==> config.mk <==
export PLATFORM = sky130hd
export DESIGN_NAME = mips_mem_loader_flat
export DESIGN_NICKNAME = d
export VERILOG_FILES = /design/src/rtl/mips_mem_loader_if.sv /design/src/rtl/mips_mem_loader.sv /design/src/flat_wrapper.sv
export SDC_FILE = /design/constraint.sdc
export NUM_CORES = 1
export LEC_CHECK = 0
export CORE_MARGIN = 2
export CORE_UTILIZATION = 49
export DETAILED_ROUTE_END_ITERATION = 7
export GPL_TIMING_DRIVEN = 0
export PLACE_DENSITY = 0.76
export SKIP_LAST_GASP = 1
export SLEW_MARGIN = 0
export SYNTH_ARGS = -nofsm -noshare
export SYNTH_HDL_FRONTEND = slang
export SYNTH_SLANG_ARGS = --single-unit
export TNS_END_PERCENT = 50
==> constraint.sdc <==
create_clock -name mips_cpu_clk -period 4.3 [get_ports mips_cpu_clk]
set_clock_uncertainty 0.1 [all_clocks]
set_input_delay 0.86 -clock mips_cpu_clk [delete_from_list [all_inputs] [get_ports mips_cpu_clk]]
set_output_delay 0.86 -clock mips_cpu_clk [all_outputs]
set_load 0.1 [all_outputs]
==> src/rtl/mips_mem_loader_if.sv <==
// mips_mem_loader_if: byte-stream input and BRAM write-port bundle for the memory image loader
//   in_valid/in_data/in_ready : byte stream, transfer on in_valid && in_ready
//   mem_wen/mem_addr/mem_wdata : word write port into the CPU BRAM
//   master = loader side, slave = stream source / BRAM side
interface mips_mem_loader_if;
    logic        in_valid;
    logic [7:0]  in_data;
    logic        in_ready;
    logic        mem_wen;
    logic [31:0] mem_addr;
    logic [31:0] mem_wdata;
    modport master (input in_valid, in_data, output in_ready, mem_wen, mem_addr, mem_wdata);
    modport slave (output in_valid, in_data, input in_ready, mem_wen, mem_addr, mem_wdata);
endinterface

==> src/rtl/mips_mem_loader.sv <==
// mips_mem_loader: loads a length/words/XOR-checksum byte stream into BRAM, holding the CPU in reset until verified
//   mips_cpu_clk, mips_cpu_reset : clock, async active-high reset
//   bus           : stream input and BRAM write port (mips_mem_loader_if.master)
//   cpu_reset_out : CPU core reset, released only after a verified load
//   load_done     : image loaded and checksum matched (sticky)
//   load_error    : length overflow or checksum mismatch (sticky)
//   words_loaded  : words written so far
module mips_mem_loader #(
    parameter int          ADDR_WIDTH = 12,
    parameter logic [31:0] BASE_ADDR  = 32'h0000_0000
) (
    input  logic                  mips_cpu_clk,
    input  logic                  mips_cpu_reset,
    mips_mem_loader_if.master     bus,
    output logic                  cpu_reset_out,
    output logic                  load_done,
    output logic                  load_error,
    output logic [ADDR_WIDTH:0]   words_loaded
);
    localparam logic [2:0] HDR  = 3'd0;
    localparam logic [2:0] DATA = 3'd1;
    localparam logic [2:0] CHK  = 3'd2;
    localparam logic [2:0] DONE = 3'd3;
    localparam logic [2:0] ERR  = 3'd4;
    localparam logic [32:0] CAP = 33'd1 << ADDR_WIDTH;

    logic [2:0]            state, nxt;
    logic [1:0]            bcnt;
    logic [23:0]           part;
    logic [31:0]           word, csum;
    logic [ADDR_WIDTH:0]   idx, idx_inc, n_words;
    logic                  fire, last;

    assign words_loaded = idx;

    // word is the field being completed by the current byte: earlier bytes sit in part, newest byte on top
    always_comb begin
        fire    = bus.in_valid && bus.in_ready;
        last    = fire && bcnt == 2'd3;
        word    = {bus.in_data, part};
        idx_inc = idx + {{ADDR_WIDTH{1'b0}}, 1'b1};
        nxt     = !last           ? state :
                  state == HDR    ? ({1'b0, word} > CAP ? ERR : word == '0 ? CHK : DATA) :
                  state == DATA   ? (idx_inc == n_words ? CHK : DATA) :
                  state == CHK    ? (word == csum ? DONE : ERR) : state;
    end

    always_ff @(posedge mips_cpu_clk or posedge mips_cpu_reset) begin
        if (mips_cpu_reset) begin
            state         <= HDR;
            bcnt          <= '0;
            part          <= '0;
            csum          <= '0;
            idx           <= '0;
            n_words       <= '0;
            bus.in_ready  <= 1'b0;
            bus.mem_wen   <= 1'b0;
            bus.mem_addr  <= BASE_ADDR;
            bus.mem_wdata <= '0;
            cpu_reset_out <= 1'b1;
            load_done     <= 1'b0;
            load_error    <= 1'b0;
        end else begin
            state         <= nxt;
            bus.in_ready  <= nxt == HDR || nxt == DATA || nxt == CHK;
            bus.mem_wen   <= last && state == DATA;
            cpu_reset_out <= nxt != DONE;
            load_done     <= nxt == DONE;
            load_error    <= nxt == ERR;
            if (fire) begin
                bcnt <= bcnt + 2'd1;
                part <= {bus.in_data, part[23:8]};
            end
            // n_words is only consulted when the header passed the capacity check, so truncation is safe
            if (last && state == HDR)
                n_words <= word[ADDR_WIDTH:0];
            if (last && state == DATA) begin
                bus.mem_addr  <= BASE_ADDR + 32'({idx, 2'b00});
                bus.mem_wdata <= word;
                csum          <= csum ^ word;
                idx           <= idx_inc;
            end
        end
    end
endmodule
==> src/flat_wrapper.sv <==
// flat-port wrapper written by rule: the top's interface ports become plain ports
module mips_mem_loader_flat 
#(
    parameter int          ADDR_WIDTH = 12,
    parameter logic [31:0] BASE_ADDR  = 32'h0000_0000
)
  (mips_cpu_clk, mips_cpu_reset, cpu_reset_out, load_done, load_error, words_loaded, bus_in_valid, bus_in_data, bus_in_ready, bus_mem_wen, bus_mem_addr, bus_mem_wdata);
  mips_mem_loader_if bus_i ();
  input  logic mips_cpu_clk;
  input  logic mips_cpu_reset;
  output logic cpu_reset_out;
  output logic load_done;
  output logic load_error;
  output logic [ADDR_WIDTH:0] words_loaded;
  input wire logic [$bits(bus_i.in_valid)-1:0] bus_in_valid;
  input wire logic [$bits(bus_i.in_data)-1:0] bus_in_data;
  output wire logic [$bits(bus_i.in_ready)-1:0] bus_in_ready;
  output wire logic [$bits(bus_i.mem_wen)-1:0] bus_mem_wen;
  output wire logic [$bits(bus_i.mem_addr)-1:0] bus_mem_addr;
  output wire logic [$bits(bus_i.mem_wdata)-1:0] bus_mem_wdata;
  assign bus_i.in_valid = bus_in_valid;
  assign bus_i.in_data = bus_in_data;
  assign bus_in_ready = bus_i.in_ready;
  assign bus_mem_wen = bus_i.mem_wen;
  assign bus_mem_addr = bus_i.mem_addr;
  assign bus_mem_wdata = bus_i.mem_wdata;
  mips_mem_loader #(.ADDR_WIDTH(ADDR_WIDTH), .BASE_ADDR(BASE_ADDR)) u_core (.mips_cpu_clk(mips_cpu_clk), .mips_cpu_reset(mips_cpu_reset), .bus(bus_i), .cpu_reset_out(cpu_reset_out), .load_done(load_done), .load_error(load_error), .words_loaded(words_loaded));
endmodule
; Yosys cells after proc, flatten, opt, wreduce, memory -nomap -nowiden
; Cells that the tools add are included.
[word_totals]
reg_bits = 137
output_inout_bits = 82
word_cells = 44
[op_classes]
n_addsub = 2
order_cmp = 1
eq_ne = 10
n_mux = 8
bitwise_logic = 1
n_reduce_logical = 9
[ops]
columns = operator, n
row1 = 32-bit equality test, 1
row2 = "32-bit by 13-bit greater-than comparator with 1-bit output, second input constant", 1
row3 = 32-bit logical NOT, 1
row4 = 32-bit XOR, 1
row5 = 3-bit two-way mux, 6
row6 = "13-bit by 1-bit adder with 13-bit output, second input constant", 1
row7 = 13-bit equality test, 1
row8 = "3-bit by 2-bit equality test with 1-bit output, second input constant", 3
row9 = "3-bit by 1-bit equality test with 1-bit output, second input constant", 2
row10 = 3-bit logical NOT, 2
row11 = 1-bit logical AND, 4
row12 = 2-bit two-way mux, 2
row13 = "3-bit equality test, second input constant", 1
row14 = "3-bit by 2-bit != test with 1-bit output, second input constant", 1
row15 = "2-bit by 1-bit adder with 2-bit output, second input constant", 1
row16 = "2-bit equality test, second input constant", 1
row17 = 1-bit logical OR, 2

; Logic depth before layout (Yosys ltp)
[logic_depth]
word_depth = 9
depth_mapped = 8
depth_no_buf = 7

; Worst setup path after synthesis
; OpenSTA, ideal clock, no wires.
[synth_path]
path_type = reg-to-reg
start = reg u_core.idx[0] (netlist: u_core.words_loaded[0])
end = reg u_core.state[0]
setup_ns = 0.120
arrival_ns = 2.979
slack_ns = 1.101
path_stages_with_launch = 9
n_path_buf = 1
period_less_slack_ns = 3.199
path_cell_list = dfrtp_1 -> ha_1 -> buf_2 -> nand2_1 -> nor3_1 -> nand3_1 -> a2111o_1 -> or4b_4 -> and2_2
[synth_via]
elab_chain_len = 6
[synth_rtl]
columns = element, line
row1 = from (decl), mips_mem_loader.sv:31  ; logic [ADDR_WIDTH:0] idx, idx_inc, n_words;
row2 = from (signal assigned), mips_mem_loader.sv:81  ; idx <= idx_inc;
row3 = 13-bit by 1-bit adder with 13-bit output, mips_mem_loader.sv:41  ; idx_inc = idx + {{ADDR_WIDTH{1'b0}}, 1'b1};
row4 = 13-bit equality test, mips_mem_loader.sv:44  ; state == DATA ? (idx_inc == n_words ? CHK : DATA) :
row5 = 2-bit two-way mux, mips_mem_loader.sv:44
row6 = 3-bit two-way mux, mips_mem_loader.sv:44
row7 = 3-bit two-way mux, mips_mem_loader.sv:43  ; state == HDR ? ({1'b0, word} > CAP ? ERR : word == '0 ? CHK : DATA) :
row8 = 3-bit two-way mux, mips_mem_loader.sv:42  ; nxt = !last ? state :
row9 = net u_core.nxt[0], mips_mem_loader.sv:27  ; logic [2:0] state, nxt;
row10 = to (signal assigned), mips_mem_loader.sv:64  ; state <= nxt;
row11 = to (decl), mips_mem_loader.sv:27
; The timed path passes the listed nets, and every way through them passes these cells.
; A chain may end at the register's enable or synchronous reset.

; Worst setup path in the final report
[layout_path]
start = in bus_in_valid
end = reg u_core.csum[24]
[layout_via]
elab_chain_len = 3
[layout_rtl]
columns = element, line
row1 = from (decl), flat_wrapper.sv:15  ; input wire logic [$bits(bus_i.in_valid)-1:0] bus_in_valid;
row2 = 1-bit logical AND, mips_mem_loader.sv:38  ; fire = bus.in_valid && bus.in_ready;
row3 = 1-bit logical AND, mips_mem_loader.sv:39  ; last = fire && bcnt == 2'd3;
row4 = 1-bit logical AND, mips_mem_loader.sv:77  ; if (last && state == DATA) begin
row5 = to (signal assigned), mips_mem_loader.sv:80  ; csum <= csum ^ word;
row6 = to (decl), mips_mem_loader.sv:30  ; logic [31:0] word, csum;
; No other way between the ends.

==> impl_metrics.ini <==
[outcome]
status = complete, no violations

[synth]
synthCells = 572
ys_seq_area_frac = 0.551
avgSynthCellArea_um2 = 10.9
synth.distinct_cells = 50
ys_seq_elements = 137
synth.yosys.warnings = 0
syn_area_um2 = 6230

[placement]
port-buffer-count = 73
gp_congestion = 0.863
pre_cts_ws_ps = 553
post-dp-hpwl_um = 10400

[routing]
drt_pass1_iterations = 4
post_drt_wl_per_cell_um = 16.5
via_per_inst = 5.14
final_antenna_net_count = 0
drc_errors = 0
drtIter0Drc = 262
vias = 4472
wl_um = 14400

[die]
die_area_um2 = 13600
initial_core_util = 0.498
io_pins = 93
rows = 41
core_area_um2 = 12500
chipWidth_um = 117
die_y_um = 117

[worst_setup_path]
path_max_fanout = 10
worst_setup_path_end_kind = flop
crit_arrival_ps = 3550
required_ps = 4500
cp-start-kind = input pin
timing.setup.critical_path_class = input pin to flop

[timing]
setup_viol = 0
worst_slew_pin_slew_ps = 984
min_period_ps = 3350
rsz0062_at_grt = no
period_share = 0.779
finalSetupTns_ps = 0
fmax_ghz = 0.298
slew_headroom = 0.342
worst_slack_ps = 949
hold_violations = 0
drv_slew = 0

[min_path]
hp-class = flop to flop

[cts]
h-tree-depth = 4
cts_buffers = 17
cts_buffer_depth = 2
cts_sinks = 137
cts_setup_buffers = 0
cts_root_buf = clkbuf_16
cts_resized = 0
clkTransAtPathRegs_ps = 50
cts_tree = built
clk-insertion-delay-late_ps = 410
hold_buffers = 0

[final_layout]
seq_area_um2 = 3430
synthToLayoutAreaGrowth_pct = 28.1
multiInputGateArea_um2 = 2610
post_route_cells_drive_above_1_share = 0.160
nFillCells = 1029
diodes = 0
fin_nets = 698

[grt]
grt_pass1_vias = 4435
grt_overflow = 0
antenna_found_initial = 0
grt_max_degree = 45
grt_pass1_wl_um = 23100
grt_usage = 0.225

[pwr]
p_leak_nw = 3.68
powerDensity_nw_per_um2 = 528
power.ir.vdd_worst_v = 0.000321

[job]
max_cap_violations = 0
## cells in the mapped netlist (all sizes together)
cell,number,area (um^2)
a2111o,1,11.3
a211oi,3,27.5
a21boi,1,7.51
a21o,1,8.76
a21oi,4,20.0
a221oi,1,8.76
a31o,1,8.76
a31oi,5,31.3
and2,2,15.0
and3,2,12.5
and4,1,8.76
buf,27,188
clkbuf,14,52.6
conb,1,3.75
dfrtp,136,3400
dfstp,1,26.3
ha,2,25.0
inv,4,15.0
mux2,38,428
nand2,150,563
nand3,9,50.1
nand4,19,134
nand4b,1,8.76
nor2,10,37.5
nor2b,3,18.8
nor3,6,41.3
nor3b,1,7.51
nor4,14,87.6
nor4bb,1,10.0
o21a,2,15.0
o21ai,3,15.0
o22ai,2,12.5
o311ai,1,8.76
o32a,1,10.0
o41ai,1,8.76
or3,4,28.8
or3b,2,17.5
or4,1,7.51
or4b,1,13.8
xnor2,79,692
xor2,16,140
## where the power goes
group	total, mW	switching (mW)	internal (mW)
registers	1.75	0.275	1.48
logic	0.840	0.465	0.375
clock network	1.62	0.531	1.09
total	4.21	1.27	2.94
## logic make-up (layout without fill, tap and decap cells)
logic type               after synthesis  after routing  share of synthesized area
AO/OA/AOI/OAI                         27             27                     0.0311
adder cells (fa/ha/maj)                2              2                    0.00402
multiplexers                          38             38                     0.0687
flip-flops                           137            137                      0.551
XOR/XNOR                              95             95                      0.134
buffers and inverters                 45            153                     0.0410
other                                  1             19                   0.000602
AND/OR/NAND/NOR                      227            227                      0.171
## final timing paths
path | startpoint | end | cells past startpoint | slack (ps)
setup / recovery | bus_in_valid | u_core.csum[24] | 8 | 950
hold / removal | u_core.bus.mem_addr[10] | u_core.bus.mem_addr[10] | 2 | 370
setup reg to reg | u_core.state[1] | u_core.csum[24] | 8 | 1400
hold reg to reg | u_core.bus.mem_addr[10] | u_core.bus.mem_addr[10] | 2 | 370
max in group asynchronous | mips_cpu_reset | u_core.cpu_reset_out | 3 | 2800
min in group asynchronous | mips_cpu_reset | u_core.n_words[1] | 2 | 720
## placed cells by master (no fill, tap or decap), types with 14 or more instances in the layout
cell	count
xnor2_1	79
clkbuf_16	17
conb_1	19
xor2_1	16
clkdlybuf4s50_1	73
nand4_1	18
dfrtp_1	136
buf_4	20
mux2_2	38
clkbuf_1	14
nor4_1	14
nand2_1	150
## cell type report
class | count | share of cell area
Sequential cell | 137 | 0.430
Clock inverter | 11 | 0.0240
Clock buffer | 21 | 0.0602
Multi-Input combinational cell | 408 | 0.327
Inverter | 4 | 0.00235
Tap cell | 172 | 0.0270
Buffer | 41 | 0.0301
Timing Repair Buffer | 76 | 0.0991
## sequential cells by signal, summed over array words and instances (netlist names)
signal,cells
u_core.words_loaded,13
u_core.part,24
u_core.bcnt,2
u_core.bus.in_ready,1
u_core.bus.mem_wen,1
u_core.load_done,1
u_core.load_error,1
u_core.bus.mem_wdata,32
u_core.state,3
u_core.cpu_reset_out,1
u_core.csum,32
u_core.n_words,13
u_core.bus.mem_addr,13
## through the flow
step	instance area, um^2	std cells	hold WS (ps)	utilization	total power, mW
detailed placement	7310	838	363	0.584	2.60
CTS	7980	870	377	0.637	4.24
floorplan	6300	590	353	-	2.34
global placement	7250	835	357	0.579	2.56
global route	7980	870	405	0.637	4.40
finish	7980	870	373	0.637	4.21
## routing by layer
layer	wire length [um]	vias up	track usage	part of all wire
li1	-	2112	-	-
met1	6280	2207	0.298	0.44
met2	7350	138	0.372	0.51
met3	638	15	0.0498	0.044
met4	119	0	0.0698	0.0083
met5	0	-	0	0
## critical path, stage by stage
cell and delay, ps:
clkdlybuf4s50_1 520, and3_1 250, nand3_1 350, inv_1 190
clkbuf_1 520, buf_1 510, nand2_1 190, xnor2_1 160
No activity file was read; power rests on OpenSTA's default activity.
